**config.mk**
```make
export PLATFORM = sky130hd
export DESIGN_NAME = spi_bus_master_flat
export DESIGN_NICKNAME = d
export VERILOG_FILES = /design/src/rtl/spi_bus_pkg.sv /design/src/rtl/spi_bus_master_if.sv /design/src/rtl/bus_strobe_timer.sv /design/src/rtl/spi_bus_master.sv /design/src/flat_wrapper.sv
export SDC_FILE = /design/constraint.sdc
export NUM_CORES = 1
export LEC_CHECK = 0
export CAP_MARGIN = 20
export CORE_UTILIZATION = 45
export CTS_CLUSTER_SIZE = 25
export DETAILED_ROUTE_END_ITERATION = 12
export PLACE_DENSITY = 0.75
export SLEW_MARGIN = 20
export SYNTH_ARGS = -nofsm -noshare
export SYNTH_HDL_FRONTEND = slang
export SYNTH_SLANG_ARGS = --single-unit
```
**constraint.sdc**
```tcl
create_clock -name clk_sys_i -period 2 [get_ports clk_sys_i]
set_input_delay 0.4 -clock clk_sys_i [delete_from_list [all_inputs] [get_ports clk_sys_i]]
set_output_delay 0.4 -clock clk_sys_i [all_outputs]
set_load 0.01 [all_outputs]
```
**src/rtl/spi_bus_pkg.sv**
```systemverilog
// ============================================================================
// Module   : spi_bus_pkg
// Brief    : Shared widths and FSM state type for the SPI-to-system-bus path.
// Revision : 1.0 - initial release
// ============================================================================
`default_nettype none

package spi_bus_pkg;

    localparam int SPI_ADDR_W = 17;
    localparam int SPI_DATA_W = 8;

    typedef enum logic [2:0] {
        ST_IDLE      = 3'd0,
        ST_WAIT_SLOT = 3'd1,
        ST_STROBE    = 3'd2,
        ST_ACK       = 3'd3,
        ST_REARM     = 3'd4
    } spi_bus_state_t;

endpackage

`default_nettype wire

```
**src/rtl/spi_bus_master_if.sv**
```systemverilog
// ============================================================================
// Module   : spi_bus_master_if
// Brief    : Bridge request/response, slot strobe and system bus signal bundle.
// Revision : 1.0 - initial release
// ============================================================================
`default_nettype none

interface spi_bus_master_if;

    logic [spi_bus_pkg::SPI_ADDR_W-1:0] spi_addr_i;
    logic [spi_bus_pkg::SPI_DATA_W-1:0] spi_data_i;
    logic                               spi_rw_ni;
    logic                               spi_valid_i;
    logic                               spi_ready_o;
    logic [spi_bus_pkg::SPI_DATA_W-1:0] spi_data_o;
    logic                               spi_slot_i;
    logic                               spi_pending_o;
    logic [spi_bus_pkg::SPI_ADDR_W-1:0] bus_addr_o;
    logic [spi_bus_pkg::SPI_DATA_W-1:0] bus_data_o;
    logic [spi_bus_pkg::SPI_DATA_W-1:0] bus_data_i;
    logic                               bus_we_o;
    logic                               bus_en_o;

    modport master (
        input  spi_addr_i, spi_data_i, spi_rw_ni, spi_valid_i, spi_slot_i, bus_data_i,
        output spi_ready_o, spi_data_o, spi_pending_o, bus_addr_o, bus_data_o,
               bus_we_o, bus_en_o
    );

    modport slave (
        output spi_addr_i, spi_data_i, spi_rw_ni, spi_valid_i, spi_slot_i, bus_data_i,
        input  spi_ready_o, spi_data_o, spi_pending_o, bus_addr_o, bus_data_o,
               bus_we_o, bus_en_o
    );

endinterface

`default_nettype wire

```
**src/rtl/bus_strobe_timer.sv**
```systemverilog
// ============================================================================
// Module   : bus_strobe_timer
// Brief    : 4-bit loadable down-counter that stops at zero; times bus strobes.
// Revision : 1.0 - initial release
// ============================================================================
`default_nettype none

module bus_strobe_timer (
    input  wire logic       clk_sys_i,
    input  wire logic       sys_reset_ni,
    input  wire logic       load_i,
    input  wire logic [3:0] load_val_i,
    input  wire logic       en_i,
    output logic            zero_o
);

    logic [3:0] r_count;

    always_ff @(posedge clk_sys_i or negedge sys_reset_ni) begin
        if (!sys_reset_ni) begin
            r_count <= 4'd0;
        end else if (load_i) begin
            r_count <= load_val_i;
        end else if (en_i && (r_count != 4'd0)) begin
            r_count <= r_count - 4'd1;
        end
    end

    assign zero_o = (r_count == 4'd0);

endmodule

`default_nettype wire

```
**src/rtl/spi_bus_master.sv**
```systemverilog
// ============================================================================
// Module   : spi_bus_master
// Brief    : Runs one fixed-length system bus cycle per SPI bridge request,
//            launched in a timing-generator slot; returns data and a ready pulse.
// Revision : 1.0 - initial release
// ============================================================================
`default_nettype none

module spi_bus_master
    import spi_bus_pkg::*;
#(
    parameter int STROBE_CYCLES = 3
) (
    input  wire logic         clk_sys_i,
    input  wire logic         sys_reset_ni,
    spi_bus_master_if.master  bus
);

    localparam logic [3:0] c_strobe_load = 4'(STROBE_CYCLES - 1);

    spi_bus_state_t             r_state;
    spi_bus_state_t             w_state_nxt;

    logic [SPI_ADDR_W-1:0]      r_addr;
    logic [SPI_DATA_W-1:0]      r_wdata;
    logic                       r_rw;
    logic [SPI_ADDR_W-1:0]      r_bus_addr;
    logic [SPI_DATA_W-1:0]      r_bus_data;
    logic                       r_bus_we;
    logic                       r_bus_en;
    logic                       r_ready;
    logic                       r_pending;
    logic [SPI_DATA_W-1:0]      r_rdata;

    logic                       w_latch;
    logic                       w_launch;
    logic                       w_capture;
    logic                       w_timer_zero;

    bus_strobe_timer u_strobe_timer (
        .clk_sys_i    (clk_sys_i),
        .sys_reset_ni (sys_reset_ni),
        .load_i       (w_launch),
        .load_val_i   (c_strobe_load),
        .en_i         (r_state == ST_STROBE),
        .zero_o       (w_timer_zero)
    );

    always_ff @(posedge clk_sys_i or negedge sys_reset_ni) begin
        if (!sys_reset_ni) begin
            r_state <= ST_IDLE;
        end else begin
            r_state <= w_state_nxt;
        end
    end

    always_comb begin
        w_state_nxt = r_state;
        w_latch     = 1'b0;
        w_launch    = 1'b0;
        w_capture   = 1'b0;
        case (r_state)
            ST_IDLE: begin
                if (bus.spi_valid_i) begin
                    w_latch     = 1'b1;
                    w_state_nxt = ST_WAIT_SLOT;
                end
            end
            ST_WAIT_SLOT: begin
                // A dropped valid means the bridge was reset; abandon before any bus activity.
                if (!bus.spi_valid_i) begin
                    w_state_nxt = ST_IDLE;
                end else if (bus.spi_slot_i) begin
                    w_launch    = 1'b1;
                    w_state_nxt = ST_STROBE;
                end
            end
            ST_STROBE: begin
                if (w_timer_zero) begin
                    w_capture   = r_rw;
                    w_state_nxt = ST_ACK;
                end
            end
            ST_ACK: begin
                w_state_nxt = ST_REARM;
            end
            ST_REARM: begin
                if (!bus.spi_valid_i) begin
                    w_state_nxt = ST_IDLE;
                end
            end
            default: begin
                w_state_nxt = ST_IDLE;
            end
        endcase
    end

    // Outputs are decoded from the next state so every output comes straight off a flop.
    always_ff @(posedge clk_sys_i or negedge sys_reset_ni) begin
        if (!sys_reset_ni) begin
            r_addr     <= '0;
            r_wdata    <= '0;
            r_rw       <= 1'b0;
            r_bus_addr <= '0;
            r_bus_data <= '0;
            r_bus_we   <= 1'b0;
            r_bus_en   <= 1'b0;
            r_ready    <= 1'b0;
            r_pending  <= 1'b0;
            r_rdata    <= '0;
        end else begin
            r_pending <= (w_state_nxt == ST_WAIT_SLOT);
            r_bus_en  <= (w_state_nxt == ST_STROBE);
            r_bus_we  <= (w_state_nxt == ST_STROBE) && !r_rw;
            r_ready   <= (w_state_nxt == ST_ACK);
            if (w_latch) begin
                r_addr  <= bus.spi_addr_i;
                r_wdata <= bus.spi_data_i;
                r_rw    <= bus.spi_rw_ni;
            end
            if (w_launch) begin
                r_bus_addr <= r_addr;
                r_bus_data <= r_wdata;
            end
            if (w_capture) begin
                r_rdata <= bus.bus_data_i;
            end
        end
    end

    assign bus.spi_ready_o   = r_ready;
    assign bus.spi_data_o    = r_rdata;
    assign bus.spi_pending_o = r_pending;
    assign bus.bus_addr_o    = r_bus_addr;
    assign bus.bus_data_o    = r_bus_data;
    assign bus.bus_we_o      = r_bus_we;
    assign bus.bus_en_o      = r_bus_en;

endmodule

`default_nettype wire

```
**src/flat_wrapper.sv**
```systemverilog
// flat-port wrapper written by rule: the top's interface ports become plain ports
module spi_bus_master_flat import spi_bus_pkg::*;
#(
    parameter int STROBE_CYCLES = 3
)
  (clk_sys_i, sys_reset_ni, bus_spi_addr_i, bus_spi_data_i, bus_spi_rw_ni, bus_spi_valid_i, bus_spi_slot_i, bus_bus_data_i, bus_spi_ready_o, bus_spi_data_o, bus_spi_pending_o, bus_bus_addr_o, bus_bus_data_o, bus_bus_we_o, bus_bus_en_o);
  spi_bus_master_if bus_i ();
  input  wire logic clk_sys_i;
  input  wire logic sys_reset_ni;
  input wire logic [$bits(bus_i.spi_addr_i)-1:0] bus_spi_addr_i;
  input wire logic [$bits(bus_i.spi_data_i)-1:0] bus_spi_data_i;
  input wire logic [$bits(bus_i.spi_rw_ni)-1:0] bus_spi_rw_ni;
  input wire logic [$bits(bus_i.spi_valid_i)-1:0] bus_spi_valid_i;
  input wire logic [$bits(bus_i.spi_slot_i)-1:0] bus_spi_slot_i;
  input wire logic [$bits(bus_i.bus_data_i)-1:0] bus_bus_data_i;
  output wire logic [$bits(bus_i.spi_ready_o)-1:0] bus_spi_ready_o;
  output wire logic [$bits(bus_i.spi_data_o)-1:0] bus_spi_data_o;
  output wire logic [$bits(bus_i.spi_pending_o)-1:0] bus_spi_pending_o;
  output wire logic [$bits(bus_i.bus_addr_o)-1:0] bus_bus_addr_o;
  output wire logic [$bits(bus_i.bus_data_o)-1:0] bus_bus_data_o;
  output wire logic [$bits(bus_i.bus_we_o)-1:0] bus_bus_we_o;
  output wire logic [$bits(bus_i.bus_en_o)-1:0] bus_bus_en_o;
  assign bus_i.spi_addr_i = bus_spi_addr_i;
  assign bus_i.spi_data_i = bus_spi_data_i;
  assign bus_i.spi_rw_ni = bus_spi_rw_ni;
  assign bus_i.spi_valid_i = bus_spi_valid_i;
  assign bus_i.spi_slot_i = bus_spi_slot_i;
  assign bus_i.bus_data_i = bus_bus_data_i;
  assign bus_spi_ready_o = bus_i.spi_ready_o;
  assign bus_spi_data_o = bus_i.spi_data_o;
  assign bus_spi_pending_o = bus_i.spi_pending_o;
  assign bus_bus_addr_o = bus_i.bus_addr_o;
  assign bus_bus_data_o = bus_i.bus_data_o;
  assign bus_bus_we_o = bus_i.bus_we_o;
  assign bus_bus_en_o = bus_i.bus_en_o;
  spi_bus_master #(.STROBE_CYCLES(STROBE_CYCLES)) u_core (.clk_sys_i(clk_sys_i), .sys_reset_ni(sys_reset_ni), .bus(bus_i));
endmodule
```
---- After elaboration in Yosys (flattened, before gate mapping) ----
Cells that the tools add are included.
Widths: inputs -> output; s select.
word-level totals
  bits in registers ....................... 70
  bits of input ports ..................... 38
  output and inout port bits .............. 37
  word-level logic and storage cells ...... 42
operators by class
  add/sub/neg operators ................... 1
  equal/unequal tests ..................... 7
  mux-type cells .......................... 15
  reductions and logical operators ........ 7
operator list
  cell                 count
  $mux 3               5
  $pmux 3 s5           1
  $eq 3x2->1 const B   4
  $mux 4               2
  $mux 1               7
  $eq 3x1->1 const B   2
  $logic_not 4->1      1
  $reduce_bool 4->1    1
  $sub 4x1->4 const B  1
  $eq 3x3->1 const B   1
  $logic_not 3->1      1
  $logic_and 1x1->1    2
  $reduce_bool 2->1    1
  $logic_not 1->1      1

---- Depth between registers and ports, before layout ----
  depth after elaboration ................. 5
  gate-level depth with buffers ........... 5
  depth with buffers taken out ............ 5

---- By module ----
A second synthesis with hierarchy kept.
unflattened totals
  cells, all modules ...................... 180
  area, all modules ....................... 2845.2 µm²
modules (own cells, without submodules)
  module            times used  cells each  area each (µm²)  seq. area each (µm²)
  spi_bus_master    1           153         2575.0           1651.6
  bus_strobe_timer  1           27          270.3            100.1

---- Least setup slack after synthesis ----
Ideal clock, no wire load.
  kind .................................... register to register
  from .................................... register u_core.r_state[1]
  to ...................................... register u_core.r_bus_addr[10] (netlist: u_core.bus.bus_addr_o[10])
  setup time .............................. 127 ps
  data arrival time ....................... 1563 ps
  data required time ...................... 1873 ps
  slack ................................... 310 ps
  stages on the path, launching flop included .. 6
  path buffers ............................ 2
  period minus slack after synthesis ...... 1690 ps
  cells stage by stage .................... dfrtp_1 -> or3b_1 -> buf_4 -> nor2_8 -> buf_6 -> mux2_1
on the way
  word-level cells in the longest chain between the ends .. 2
RTL lines
  what                    RTL line               RTL
  from (decl)             spi_bus_master.sv:21   spi_bus_state_t r_state;
  from (signal assigned)  spi_bus_master.sv:53   r_state <= w_state_nxt;
  $eq 3x1->1              spi_bus_master.sv:62   case (r_state)
  $mux 1                  spi_bus_master.sv:62
  to (signal assigned)    spi_bus_master.sv:122  r_bus_addr <= r_addr;
  to (decl)               spi_bus_master.sv:27   logic [SPI_ADDR_W-1:0] r_bus_addr;
No other way between the ends.
A chain may end at the register's enable or synchronous reset.

---- Worst setup path after layout ----
  from .................................... input port bus_spi_valid_i
  to ...................................... register u_core.r_addr[13]
on the way
  word-level cells in the longest chain between the ends .. 2
RTL lines
  what                  RTL line               RTL
  from (decl)           flat_wrapper.sv:13     input wire logic [$bits(bus_i.spi_valid_i)-1:0] bus_spi_valid_i;
  $mux 1                spi_bus_master.sv:64   if (bus.spi_valid_i) begin
  $mux 1                spi_bus_master.sv:62
  to (signal assigned)  spi_bus_master.sv:117  r_addr <= bus.spi_addr_i;
  to (decl)             spi_bus_master.sv:24   logic [SPI_ADDR_W-1:0] r_addr;
No other way between the ends.

==> run metrics <==
worst hold slack 0.0591 ns; CTS H-Tree Depth 3; core box area ~5900 sq um; Util after Layout 66.0%; Slew HR about two thirds; Pwr Total roughly 6.1 mW; CP max FO 18; # nets final 303; clk_lat worst skew roughly 0.34 ns; class of the worst hold path in -> async; first-pass GRT wire length 8510 um; TritonCTS clock tree yes; final hold vios 0; top cells by area, synth dfrtp_1 63%, mux2_2 15%, mux2_1 9.3%, buf_6 1.6%, nor2_8 1.4%; Worst VDD drop 826 uV; min Tclk post-route 1.84 ns; crit path DAT 2.06 ns; number of buffers created by CTS 9; DRT Wirelength approximately 5100 um; DPL Wire Length 3550 um; pwr/cell area between 1500 and 2000 nW/um^2; most frequent cell after synthesis dfrtp_1; Synth top area share 63.1%; Cells after Synth between 150 and 200; WL per Instance between 10 and 15 um; IO Pins 75; crit path kind in -> reg; synth warn 0; CTS resizes 0; synth-to-layout area growth 40.8%; startpoint types input pin; status finished, final reports clean; Distinct cells, synth 30; setup violators final 0; final period utilization 91.8%; vias in the first global route 1793; Syn Std Cell Area 2780 sq um; async set or reset register ratio after synthesis between 90% and 100%; share of cells above drive strength 1 between 20% and 30%; Iter 0 DRT Violations 80; gr usage total 18.2%; f_max between 0.5 and 0.6 GHz; initial antenna violation count 0; Max-Cap Viols 0; Slew Limit Fails 0; Hold Buf Count CTS 0; Post-synth EDFFs 0; syn avg cell area 15.9 sq um; Crit. End Element flip-flop; Pleak 1.67 nW; num rows 28; Worst-path clk slew around 0.070 ns; CTS max path bufs 2; port bufs 74; # DRC 0; Post-synth top cells 70 x dfrtp_1, 36 x mux2_2, 23 x mux2_1, 4 x buf_6; Top FF cell, synth dfrtp_1; die width approximately 81 um; Seq/Total Area, Yosys between 60% and 70%; largest net degree at the start of global routing 71; drt first pass iters 4; Initial Utilization 46.9%; Least-Margin Pin Slew about 0.5 ns; vias per cell 4.94; Layout Cells excl Fill 343; grt ovf 0; Inst Count DP 327; critical path required time 2.22 ns; unrepaired setup endpoints after global routing no; DIE AREA 6490 sq um; Antenna Nets Post-Route 0; Synth Net Count 214; CTS Root Cell clkbuf_8; antenna cells 0; Post-CTS Setup Bufs 0; Die Span Y a little over 80 um; clk_skew 0.00563 ns; via count 1693; flops & latches, synth 70; Final GP Congestion 0.783; Sink Count 70; dominant cell type by area after synthesis dfrtp_1
## kinds of logic after synthesis
family,after synthesis,synth area share [%]
compound gates,9,1.85
simple gates,25,7.48
buf+inv,8,2.34
flops,70,63.1
mux,60,24.3
fa+ha+maj,2,0.902
## flip-flops by register name, indices dropped and copies added (netlist names)
| signal | count |
|---|---|
| u_core.r_wdata | 8 |
| u_core.bus.bus_addr_o | 17 |
| u_core.r_addr | 17 |
| u_core.r_rw | 1 |
| u_core.bus.spi_data_o | 8 |
| u_core.bus.bus_en_o | 1 |
| u_core.bus.spi_ready_o | 1 |
| u_core.r_state | 3 |
| u_core.bus.spi_pending_o | 1 |
| u_core.u_strobe_timer.r_count | 4 |
| u_core.bus.bus_we_o | 1 |
| u_core.bus.bus_data_o | 8 |
## metal layers
metal	vias to the layer above	track usage, %	wire, um
li1	798	-	-
met1	850	22.7	2180
met2	37	28.2	2560
met3	8	7.16	240
met4	0	6.96	90
met5	-	0	0
## critical path: stages
cell and delay, ns:
clkdlybuf4s50_1 0.50, or3b_1 0.35, buf_4 0.18, nor2_8 0.11, buf_12 0.17, mux2_2 0.35
## placed cells by master (no fill, tap or decap), types with 3 or more instances in the layout
cell | Yosys | layout
bufinv_16 | 0 | 3
clkdlybuf4s50_1 | 0 | 73
o21ai_0 | 3 | 3
nor3b_1 | 3 | 3
mux2_1 | 23 | 23
nor2_1 | 3 | 3
a21oi_1 | 3 | 3
clkbuf_8 | 0 | 10
mux2_2 | 36 | 36
buf_4 | 1 | 7
dfrtp_1 | 70 | 70
buf_12 | 0 | 3
## final timing paths
path                                                  start                          endpoint  slack, ns  cells after the start
setup / recovery                            bus_spi_valid_i                 u_core.r_addr[13]       0.16                      6
hold / removal                                 sys_reset_ni         u_core.bus.bus_addr_o[14]       0.06                      2
setup reg to reg           u_core.u_strobe_timer.r_count[0]  u_core.u_strobe_timer.r_count[1]       0.24                      5
hold reg to reg                    u_core.bus.bus_data_o[7]          u_core.bus.bus_data_o[7]       0.49                      1
max in group asynchronous                      sys_reset_ni  u_core.u_strobe_timer.r_count[3]       1.63                      2
min in group clk_sys_i             u_core.bus.bus_data_o[7]          u_core.bus.bus_data_o[7]       0.49                      1
## per-stage QoR
step / setup TNS (ns) / area, sq um / worst slack, ns
2_1_floorplan: 0 / 2780 / 0.310
3_3_place_gp: -8.23 / 3660 / -0.171
3_5_place_dp: -9.32 / 3660 / -0.207
4_1_cts: 0 / 3910 / 0.162
5_1_grt: 0 / 3910 / 0.104
6_report: 0 / 3910 / 0.163
## layout make-up
| cell class | count | area [sq um] |
|---|---|---|
| well taps | 75 | 93.8 |
| inverters | 2 | 7.51 |
| clock buffers | 10 | 138 |
| fillers | 444 | 2010 |
| flip-flops and latches | 70 | 1750 |
| multi-input cells | 96 | 958 |
| repair buffers | 84 | 848 |
| clock inverters | 6 | 109 |
## where the power goes
group	total (mW)	leakage [nW]	internal (mW)	switching (mW)
Combinational	2.19	0.706	1.39	0.805
Sequential	2.50	0.839	2.10	0.395
Clock	1.39	0.126	0.860	0.526
Total	6.08	1.67	4.35	1.73
(Power assumes the default switching activity.)
